File: config.mk
export PLATFORM = sky130hd
export DESIGN_NAME = tx_sbinit
export DESIGN_NICKNAME = d
export VERILOG_FILES = /design/src/rtl/tx_sbinit.sv
export SDC_FILE = /design/constraint.sdc
export NUM_CORES = 1
export LEC_CHECK = 0
export CAP_MARGIN = 5
export CORE_MARGIN = 4
export CORE_UTILIZATION = 35
export DETAILED_ROUTE_END_ITERATION = 7
export SYNTH_ARGS = -nofsm -noshare
export SYNTH_HDL_FRONTEND = slang
export SYNTH_SLANG_ARGS = --single-unit
File: constraint.sdc
create_clock -name i_clk -period 1.7 [get_ports i_clk]
set_input_delay 0.34 -clock i_clk [delete_from_list [all_inputs] [get_ports i_clk]]
set_output_delay 0.34 -clock i_clk [all_outputs]
set_load 0.05 [all_outputs]
File: src/rtl/tx_sbinit.sv
// tx_sbinit: initiator half of the LTSM SBINIT step (start pattern, out-of-reset, done handshake).
// Define SBINIT_TIMEOUT_EN to build the SBINIT timeout counter and retry lockout.
module tx_sbinit #(
    parameter int SB_MSG_WIDTH   = 4,
    parameter int TIMEOUT_CYCLES = 800000
) (
    input  logic                    i_clk,
    input  logic                    i_rst_n,
    input  logic                    i_SBINIT_en,
    input  logic                    i_SB_pattern_detected,
    input  logic [SB_MSG_WIDTH-1:0] i_decoded_SB_msg,
    input  logic                    i_deassert_valid,
    output logic                    o_start_pattern_req,
    output logic                    o_valid_tx,
    output logic [SB_MSG_WIDTH-1:0] o_encoded_SB_msg_tx,
    output logic                    o_SBINIT_end_tx,
    output logic                    o_SBINIT_timeout
);

    localparam logic [SB_MSG_WIDTH-1:0] MSG_NONE          = '0;
    localparam logic [SB_MSG_WIDTH-1:0] MSG_OUT_OF_RESET  = SB_MSG_WIDTH'(1);
    localparam logic [SB_MSG_WIDTH-1:0] MSG_DONE_REQ      = SB_MSG_WIDTH'(2);
    localparam logic [SB_MSG_WIDTH-1:0] MSG_DONE_RESP     = SB_MSG_WIDTH'(3);

    typedef enum logic [2:0] {
        IDLE,
        START_SB_PATTERN,
        SBINIT_OUT_OF_RESET,
        SBINIT_DONE_REQ,
        SBINIT_END
    } state_t;

    state_t state, state_d;
    logic   sent, sent_d;
    logic   rcvd, rcvd_d;
    logic   timeout_d;

`ifdef SBINIT_TIMEOUT_EN
    localparam int CNT_W = (TIMEOUT_CYCLES > 1) ? $clog2(TIMEOUT_CYCLES) : 1;

    logic [CNT_W-1:0] cnt, cnt_d;
    logic             lockout, lockout_d;
`endif

    // NOTE: every signal gets a default at the top of always_comb so no path leaves it unassigned (no latch).
    always_comb begin
        state_d   = state;
        sent_d    = sent;
        rcvd_d    = rcvd;
        timeout_d = 1'b0;
`ifdef SBINIT_TIMEOUT_EN
        cnt_d     = cnt;
        lockout_d = lockout;
`endif

        unique case (state)
            IDLE: begin
`ifdef SBINIT_TIMEOUT_EN
                if (!i_SBINIT_en)
                    lockout_d = 1'b0;
                else if (!lockout)
                    state_d = START_SB_PATTERN;
`else
                if (i_SBINIT_en)
                    state_d = START_SB_PATTERN;
`endif
            end
            START_SB_PATTERN: begin
                if (i_SB_pattern_detected)
                    state_d = SBINIT_OUT_OF_RESET;
            end
            SBINIT_OUT_OF_RESET: begin
                sent_d = sent | i_deassert_valid;
                rcvd_d = rcvd | (i_decoded_SB_msg == MSG_OUT_OF_RESET);
                if (sent_d && rcvd_d) begin
                    state_d = SBINIT_DONE_REQ;
                    sent_d  = 1'b0;
                    rcvd_d  = 1'b0;
                end
            end
            SBINIT_DONE_REQ: begin
                sent_d = sent | i_deassert_valid;
                rcvd_d = rcvd | (i_decoded_SB_msg == MSG_DONE_RESP);
                if (sent_d && rcvd_d) begin
                    state_d = SBINIT_END;
                    sent_d  = 1'b0;
                    rcvd_d  = 1'b0;
                end
            end
            SBINIT_END: ;
            default: state_d = IDLE;
        endcase

`ifdef SBINIT_TIMEOUT_EN
        // The budget spans all three active states; it only restarts from IDLE.
        if (state inside {START_SB_PATTERN, SBINIT_OUT_OF_RESET, SBINIT_DONE_REQ}) begin
            if (cnt == CNT_W'(TIMEOUT_CYCLES - 1)) begin
                state_d   = IDLE;
                sent_d    = 1'b0;
                rcvd_d    = 1'b0;
                cnt_d     = '0;
                lockout_d = 1'b1;
                timeout_d = 1'b1;
            end else begin
                cnt_d = cnt + 1'b1;
            end
        end
`endif

        // Dropping the enable overrides everything, including a same-cycle timeout.
        if (state != IDLE && !i_SBINIT_en) begin
            state_d   = IDLE;
            sent_d    = 1'b0;
            rcvd_d    = 1'b0;
            timeout_d = 1'b0;
`ifdef SBINIT_TIMEOUT_EN
            cnt_d     = '0;
            lockout_d = 1'b0;
`endif
        end
    end

    // NOTE: sequential state uses non-blocking assignments so every flop samples pre-edge values.
    always_ff @(posedge i_clk or negedge i_rst_n) begin
        if (!i_rst_n) begin
            state               <= IDLE;
            sent                <= 1'b0;
            rcvd                <= 1'b0;
            o_start_pattern_req <= 1'b0;
            o_valid_tx          <= 1'b0;
            o_encoded_SB_msg_tx <= MSG_NONE;
            o_SBINIT_end_tx     <= 1'b0;
`ifdef SBINIT_TIMEOUT_EN
            cnt                 <= '0;
            lockout             <= 1'b0;
            o_SBINIT_timeout    <= 1'b0;
`endif
        end else begin
            state               <= state_d;
            sent                <= sent_d;
            rcvd                <= rcvd_d;
            o_start_pattern_req <= (state_d == START_SB_PATTERN);
            o_valid_tx          <= (state_d == SBINIT_OUT_OF_RESET || state_d == SBINIT_DONE_REQ) && !sent_d;
            o_encoded_SB_msg_tx <= (state_d == SBINIT_OUT_OF_RESET) ? MSG_OUT_OF_RESET :
                                   (state_d == SBINIT_DONE_REQ)     ? MSG_DONE_REQ     : MSG_NONE;
            o_SBINIT_end_tx     <= (state_d == SBINIT_END);
`ifdef SBINIT_TIMEOUT_EN
            cnt                 <= cnt_d;
            lockout             <= lockout_d;
            o_SBINIT_timeout    <= timeout_d;
`endif
        end
    end

`ifndef SBINIT_TIMEOUT_EN
    assign o_SBINIT_timeout = 1'b0;
`endif

endmodule

# After elaboration in Yosys (flattened, before gate mapping)
# Index checks and enable logic that the tools add are counted.
[word_totals] register_bits=10 in_bits=9 out_inout_bits=8 wordCells=46
[op_classes] n_eq_ne=10 mux=16 n_bitwise=3 n_reduce_logical=10
[ops] op="3-bit 2-to-1 mux" count=5
[ops] op="3-bit case mux with 5 select lines" count=1
[ops] op="3-bit by 2-bit == test with 1-bit output (second input constant)" count=4
[ops] op="3-bit by 1-bit == test with 1-bit output (second input constant)" count=2
[ops] op="3-bit == test (second input constant)" count=2
[ops] op="1-bit 2-to-1 mux" count=6
[ops] op="3-bit nonzero test" count=2
[ops] op="4-bit by 1-bit == test with 1-bit output (second input constant)" count=1
[ops] op="4-bit by 2-bit == test with 1-bit output (second input constant)" count=1
[ops] op="1-bit logical AND" count=4
[ops] op="2-bit 2-to-1 mux" count=2
[ops] op="1-bit case mux with 2 select lines" count=2
[ops] op="3-bit logical NOT" count=1
[ops] op="1-bit OR" count=3
[ops] op="1-bit logical NOT" count=2
[ops] op="1-bit logical OR" count=1

# Longest topological paths before layout
[logic_depth] word_depth=9 depth_mapped=5

# Worst setup path before layout
# Ideal clock, no wire load.
[synth_timing] path_kind="in2reg" startpoint="input port i_decoded_SB_msg[3]" endpoint="register o_encoded_SB_msg_tx[1]" setup_ns=0.128 arrival_ns=1.222 required_time_ns=1.572 setup_slack_ns=0.350 cell_stages=4 path_buffers=0 path_cell_list="or3b_4 -> o311ai_4 -> a21o_2 -> nor2_1"
[synth_between] elab_chain_cells=9
[synth_rtl] item="start, declared" line="11" source="input logic [SB_MSG_WIDTH-1:0] i_decoded_SB_msg,"
[synth_rtl] item="4-bit by 2-bit == test with 1-bit output or 4-bit by 1-bit == test with 1-bit output (tied branches)" line="83, 74"
[synth_rtl] item="1-bit OR, on equally long branches" line="83, 74"
[synth_rtl] item="1-bit logical AND, on equally long branches" line="84, 75"
[synth_rtl] item="3-bit 2-to-1 mux, on equally long branches" line="84, 75"
[synth_rtl] item="3-bit case mux with 5 select lines *" line="56" source="unique case (state)"
[synth_rtl] item="3-bit 2-to-1 mux *" line="111" source="if (state != IDLE && !i_SBINIT_en) begin"
[synth_rtl] item="3-bit by 2-bit == test with 1-bit output" line="145" source="(state_d == SBINIT_DONE_REQ) ? MSG_DONE_REQ : MSG_NONE;"
[synth_rtl] item="2-bit 2-to-1 mux" line="145"
[synth_rtl] item="2-bit 2-to-1 mux *" line="144" source="o_encoded_SB_msg_tx <= (state_d == SBINIT_OUT_OF_RESET) ? MSG_OUT_OF_RESET :"
[synth_rtl] item="end signal, assigned" line="144"
[synth_rtl] item="end, declared" line="15" source="output logic [SB_MSG_WIDTH-1:0] o_encoded_SB_msg_tx,"
# Mark *: on every way between the ends. The rest lies on a longest branch, timed or not.
# A chain may end at the register's enable or synchronous reset.

# Worst setup path after layout
[layout_timing] startpoint="input port i_decoded_SB_msg[0]" endpoint="register o_encoded_SB_msg_tx[0]"
[layout_between] elab_chain_cells=8
[layout_rtl] item="4-bit by 2-bit == test with 1-bit output or 4-bit by 1-bit == test with 1-bit output (tied branches)" line="83, 74"
[layout_rtl] item="1-bit OR, on equally long branches" line="83, 74"
[layout_rtl] item="1-bit logical AND, on equally long branches" line="84, 75"
[layout_rtl] item="3-bit 2-to-1 mux, on equally long branches" line="84, 75"
[layout_rtl] item="3-bit case mux with 5 select lines *" line="56"
[layout_rtl] item="3-bit 2-to-1 mux *" line="111"
[layout_rtl] item="3-bit by 2-bit == test with 1-bit output *" line="144"
[layout_rtl] item="2-bit 2-to-1 mux *" line="144"
# Marks and branches as above.

==> out/results.md <==
| Stage | Parameter | Value |
|:---|:---|:---|
| clock tree | Number of clock sinks | 10 |
| routing | Antenna Violating Nets Remaining | 0 |
| routing | Detailed router's first-iteration violation count | 14 |
| grt | GR met3 Demand/Resource | 6.442% |
| timing | Post-route clock period utilization | 94.44% |
| grt | Busiest metal layer after global routing | met2 |
| clock tree | Number of buffers inserted to repair setup after CTS | 0 |
| power | Clock share of power | 21.4% |
| floorplan | X dimension of the die | 48.47 um |
| synthesis | Post-synthesis sequential element count | 10 |
| critical path | Crit path DAT | 1.76 ns |
| grt | First-pass GRT wire length | 2035 um |
| cells and area | Number of nets in the layout | 86 |
| clock tree | Number of CTS-inserted buffers | 3 |
| power | Switching power share of the total | 39.84% |
| grt | Pin count of the biggest net entering global routing | 13 |
| cells and area | Final core utilization | 49.26% |
| routing | Via/cell ratio | 5.185 |
| timing | Final-report setup violation count | 0 |
| timing | Max Transition Viols Final | 0 |
| critical path | CP startpoint kind | input port |
| critical path | Biggest cell delay along the critical path | 0.46 ns |
| floorplan | Area of the die | 2349 um2 |
| worst hold path | Type of the tightest min-delay check | input port to async pin |
| critical path | Slowest cell on the critical path | sky130_fd_sc_hd__clkdlybuf4s50_1 |
| synthesis | Dominant cell type by area after synthesis | sky130_fd_sc_hd__dfrtp_1 |
| timing | Hold slack final | 0.3833 ns |
| floorplan | Core Rows | 14 |
| clock tree | Root Buffer | sky130_fd_sc_hd__clkbuf_4 |
| routing | Router iterations before antenna repair | 4 |
| routing | Detailed-route via count | 477 |
| clock tree | Clock latency of the later-clocked register in the worst-skew pair | 0.26 ns |
| synthesis | Total standard cell area after synthesis | 573.1 um2 |
| critical path | Critical path's top delay family | simple AND/OR/NAND/NOR gates |
| power | Standby leakage power | 0.3303 nW |
| critical path | CP bufs+invs | 1 |
| clock tree | H-tree levels | 1 |
| power | Sequential share of power | 37.5% |
| synthesis | Count of cell types in the netlist | 29 |
| timing | Unrepaired setup endpoints after global routing | false |
| floorplan | Placeable Area | 1524 um2 |
| clock tree | CTS tree | yes |
| synthesis | Synthesized area divided by synthesized cell count | 9.713 um2 |
| critical path | Critical Path, Cell by Cell | clkdlybuf4s50_1, or3b_4, o21ai_0, a31oi_2, nor2b_1 |
| cells and area | Post-layout instance area | 750.7 um2 |
| power | Power, Total | 0.9508 mW |
| grt | Met1 Track Usage GR | 14.01% |
| critical path | Worst setup EP type | flip-flop |
| cells and area | Total inserted antenna cells | 0 |
| grt | Number of global-route vias before repair | 482 |
| placement | Post-DP HPWL | 909.5 um |
| placement | Gp weighted congestion | 0.8092 |
| run | Number of maximum-capacitance violations | 0 |
| grt | Antenna violations before repair | 0 |
| cells and area | Area growth syn-to-layout | 31.00% |
| synthesis | Main area contributors after synthesis | sky130_fd_sc_hd__dfrtp_1 44%, sky130_fd_sc_hd__nor2_1 5.2%, sky130_fd_sc_hd__o311ai_4 4.6% |
| routing | Routed WL | 1117 um |
| power | Part of the total power dissipated in combinational logic | 41.1% |
| cells and area | Share of layout cells above drive strength 1 | 23.68% |
| floorplan | Die height | 48.47 um |
| timing | F_max | 622.9 MHz |
| power | Total power density per cell area | 1266 nW/um2 |
| critical path | CP max FO | 4 |
| timing | Tmin final | 1.605 ns |
| grt | GR met2 Demand/Resource | 15.43% |
| timing | Final sum of negative setup slack | 0 ns |
| placement | Number of port buffers | 13 |
| power | Internal power component | 0.5720 mW |
| routing | WL per Instance | 12.14 um |
| clock tree | Maximum count of clock buffers along a single path | 2 |
| synthesis | Mapped Cells | 59 |
| timing | Endpoints failing hold | 0 |
| placement | Placed inst area | 708.2 um2 |
| synthesis | Number of synthesis warnings | 0 |
| synthesis | Area share of the largest cell type after synthesis | 43.67% |
| routing | DRC viols | 0 |
| critical path | Critical path start-end classification | input port to flip-flop |
| clock tree | Register clock-pin slew on the reported worst setup and hold paths | 0.06 ns |
| timing | Largest clock skew in the final design | 0.0005451 ns |
| power | Largest vdd supply drop | 0.6814 mV |
| grt | Global router's overall resource usage | 10.75% |
| synthesis | Sequential fraction of the synthesis area | 43.67% |
| critical path | Worst endpoint required time | 1.85 ns |
| clock tree | Total of hold buffers inserted after clock tree synthesis | 0 |
| floorplan | I/O pin count | 17 |
| power | Switching power total | 0.3788 mW |
| outcome | Run status | complete, no violations |
| grt | Total gr overflow | 0 |
| floorplan | Initial core utilization | 37.60% |
==> Yosys cell counts <==
cell type,n
sky130_fd_sc_hd__o21ba_2,1
sky130_fd_sc_hd__a2bb2oi_1,1
sky130_fd_sc_hd__a31oi_1,1
sky130_fd_sc_hd__nor2_1,8
sky130_fd_sc_hd__dfrtp_1,10
sky130_fd_sc_hd__a211oi_1,1
sky130_fd_sc_hd__nand2b_1,3
sky130_fd_sc_hd__a32oi_1,1
sky130_fd_sc_hd__nor3_1,2
sky130_fd_sc_hd__o21ai_0,3
sky130_fd_sc_hd__or2_0,1
sky130_fd_sc_hd__nand4_1,2
sky130_fd_sc_hd__a32o_1,1
sky130_fd_sc_hd__o211ai_1,1
sky130_fd_sc_hd__or3b_4,1
sky130_fd_sc_hd__nand2_1,2
sky130_fd_sc_hd__conb_1,1
sky130_fd_sc_hd__buf_2,2
sky130_fd_sc_hd__inv_1,2
sky130_fd_sc_hd__a21o_1,1
sky130_fd_sc_hd__o221ai_1,1
sky130_fd_sc_hd__xor2_1,1
sky130_fd_sc_hd__a21oi_1,2
sky130_fd_sc_hd__a21o_2,1
sky130_fd_sc_hd__and4bb_2,1
sky130_fd_sc_hd__buf_4,3
sky130_fd_sc_hd__nor2b_1,3
sky130_fd_sc_hd__nand3b_1,1
sky130_fd_sc_hd__o311ai_4,1
==> sequential cells by signal (all words and copies together), names as in the netlist <==
register             count
o_start_pattern_req      1
state                    3
sent                     1
o_valid_tx               1
rcvd                     1
o_encoded_SB_msg_tx      2
o_SBINIT_end_tx          1
==> cell families (layout without fill, tap and decap cells) <==
family / Yosys count / count (layout) / share of synthesized area [%]
buffers and inverters: 7 / 22 / 6.987
other: 1 / 3 / 0.6544
and+or+nand+nor: 24 / 24 / 23.58
xor gates and xnor gates: 1 / 1 / 1.529
DFF: 10 / 10 / 43.67
AOI/OAI and AO/OA: 16 / 16 / 23.58
==> stage by stage <==
step	setup slack [ns]	std cells
2_1_floorplan	0.3500	61
6_report	0.09452	92
3_3_place_gp	-0.1601	88
4_1_cts	0.1105	92
3_5_place_dp	-0.1748	88
5_1_grt	0.001138	92
==> worst register-to-register path: cells and delay by family (launching register included) <==
kind	cells	cell delay (ns)
DFF	1	0.51
and+or+nand+nor	2	0.36
AOI/OAI and AO/OA	2	0.38
==> routing by layer <==
layer	routed length [um]	vias up
met3	69	0
met4	0	0
met1	507	224
li1	-	242
met2	540	11
met5	0	-
==> cell type report <==
type | instances | area, um2
Inverter | 2 | 7.507
Tap cell | 16 | 20.02
Fill cell | 155 | 773.2
Timing Repair Buffer | 16 | 140.1
Clock buffer | 4 | 36.28
Multi-Input combinational cell | 44 | 296.5
Sequential cell | 10 | 250.2
==> power groups by stage <==
stage / clock (mW) / combinational [mW] / sequential (mW)
final: 0.204 / 0.390 / 0.357
after global routing: 0.233 / 0.434 / 0.369
after CTS: 0.214 / 0.385 / 0.356
after detailed placement: 0 / 0.384 / 0.360
after global placement: 0 / 0.386 / 0.361
after floorplan: 0 / 0.223 / 0.412
==> repair_timing <==
| action | 4_1_cts | 5_1_grt |
|---|---|---|
| setup endpoints to repair | 0 | 1 |
| hold endpoints to repair | 0 | 0 |
| gates resized for setup | 0 | 1 |
==> cells in the final DEF (no fill, tap or decap), drive strengths merged <==
master | synthesis | final
dfrtp | 10 | 10
nor2 | 8 | 8
clkdlybuf4s50 | 0 | 8
buf | 5 | 8
clkbuf | 0 | 4
o21ai | 3 | 3
nand2b | 3 | 3
nor2b | 3 | 3
conb | 1 | 3
nand2 | 2 | 2
inv | 2 | 2
nor3 | 2 | 2
a21oi | 2 | 2
nand4 | 2 | 2
a21o | 2 | 2
or3b | 1 | 1
o211ai | 1 | 1
o311ai | 1 | 1
nand3b | 1 | 1
and4bb | 1 | 1
o221ai | 1 | 1
a211oi | 1 | 1
a31oi | 1 | 1
or2 | 1 | 1
a32oi | 1 | 1
xor2 | 1 | 1
o21ba | 1 | 1
a2bb2oi | 1 | 1
a32o | 1 | 1
==> path summary, 6_finish.rpt <==
check | from | slack [ns] | end | depth (start not counted)
worst max-delay path | i_decoded_SB_msg[0] | 0.09 | o_encoded_SB_msg_tx[0] | 5
worst min-delay path | i_rst_n | 0.38 | state[0] | 1
worst max register to register | state[0] | 0.35 | o_encoded_SB_msg_tx[0] | 4
worst min register to register | rcvd | 0.61 | rcvd | 1
max in group asynchronous | i_rst_n | 1.03 | o_SBINIT_end_tx | 1
min in group i_clk | rcvd | 0.61 | rcvd | 1
No activity file was read; power rests on OpenSTA's default activity.
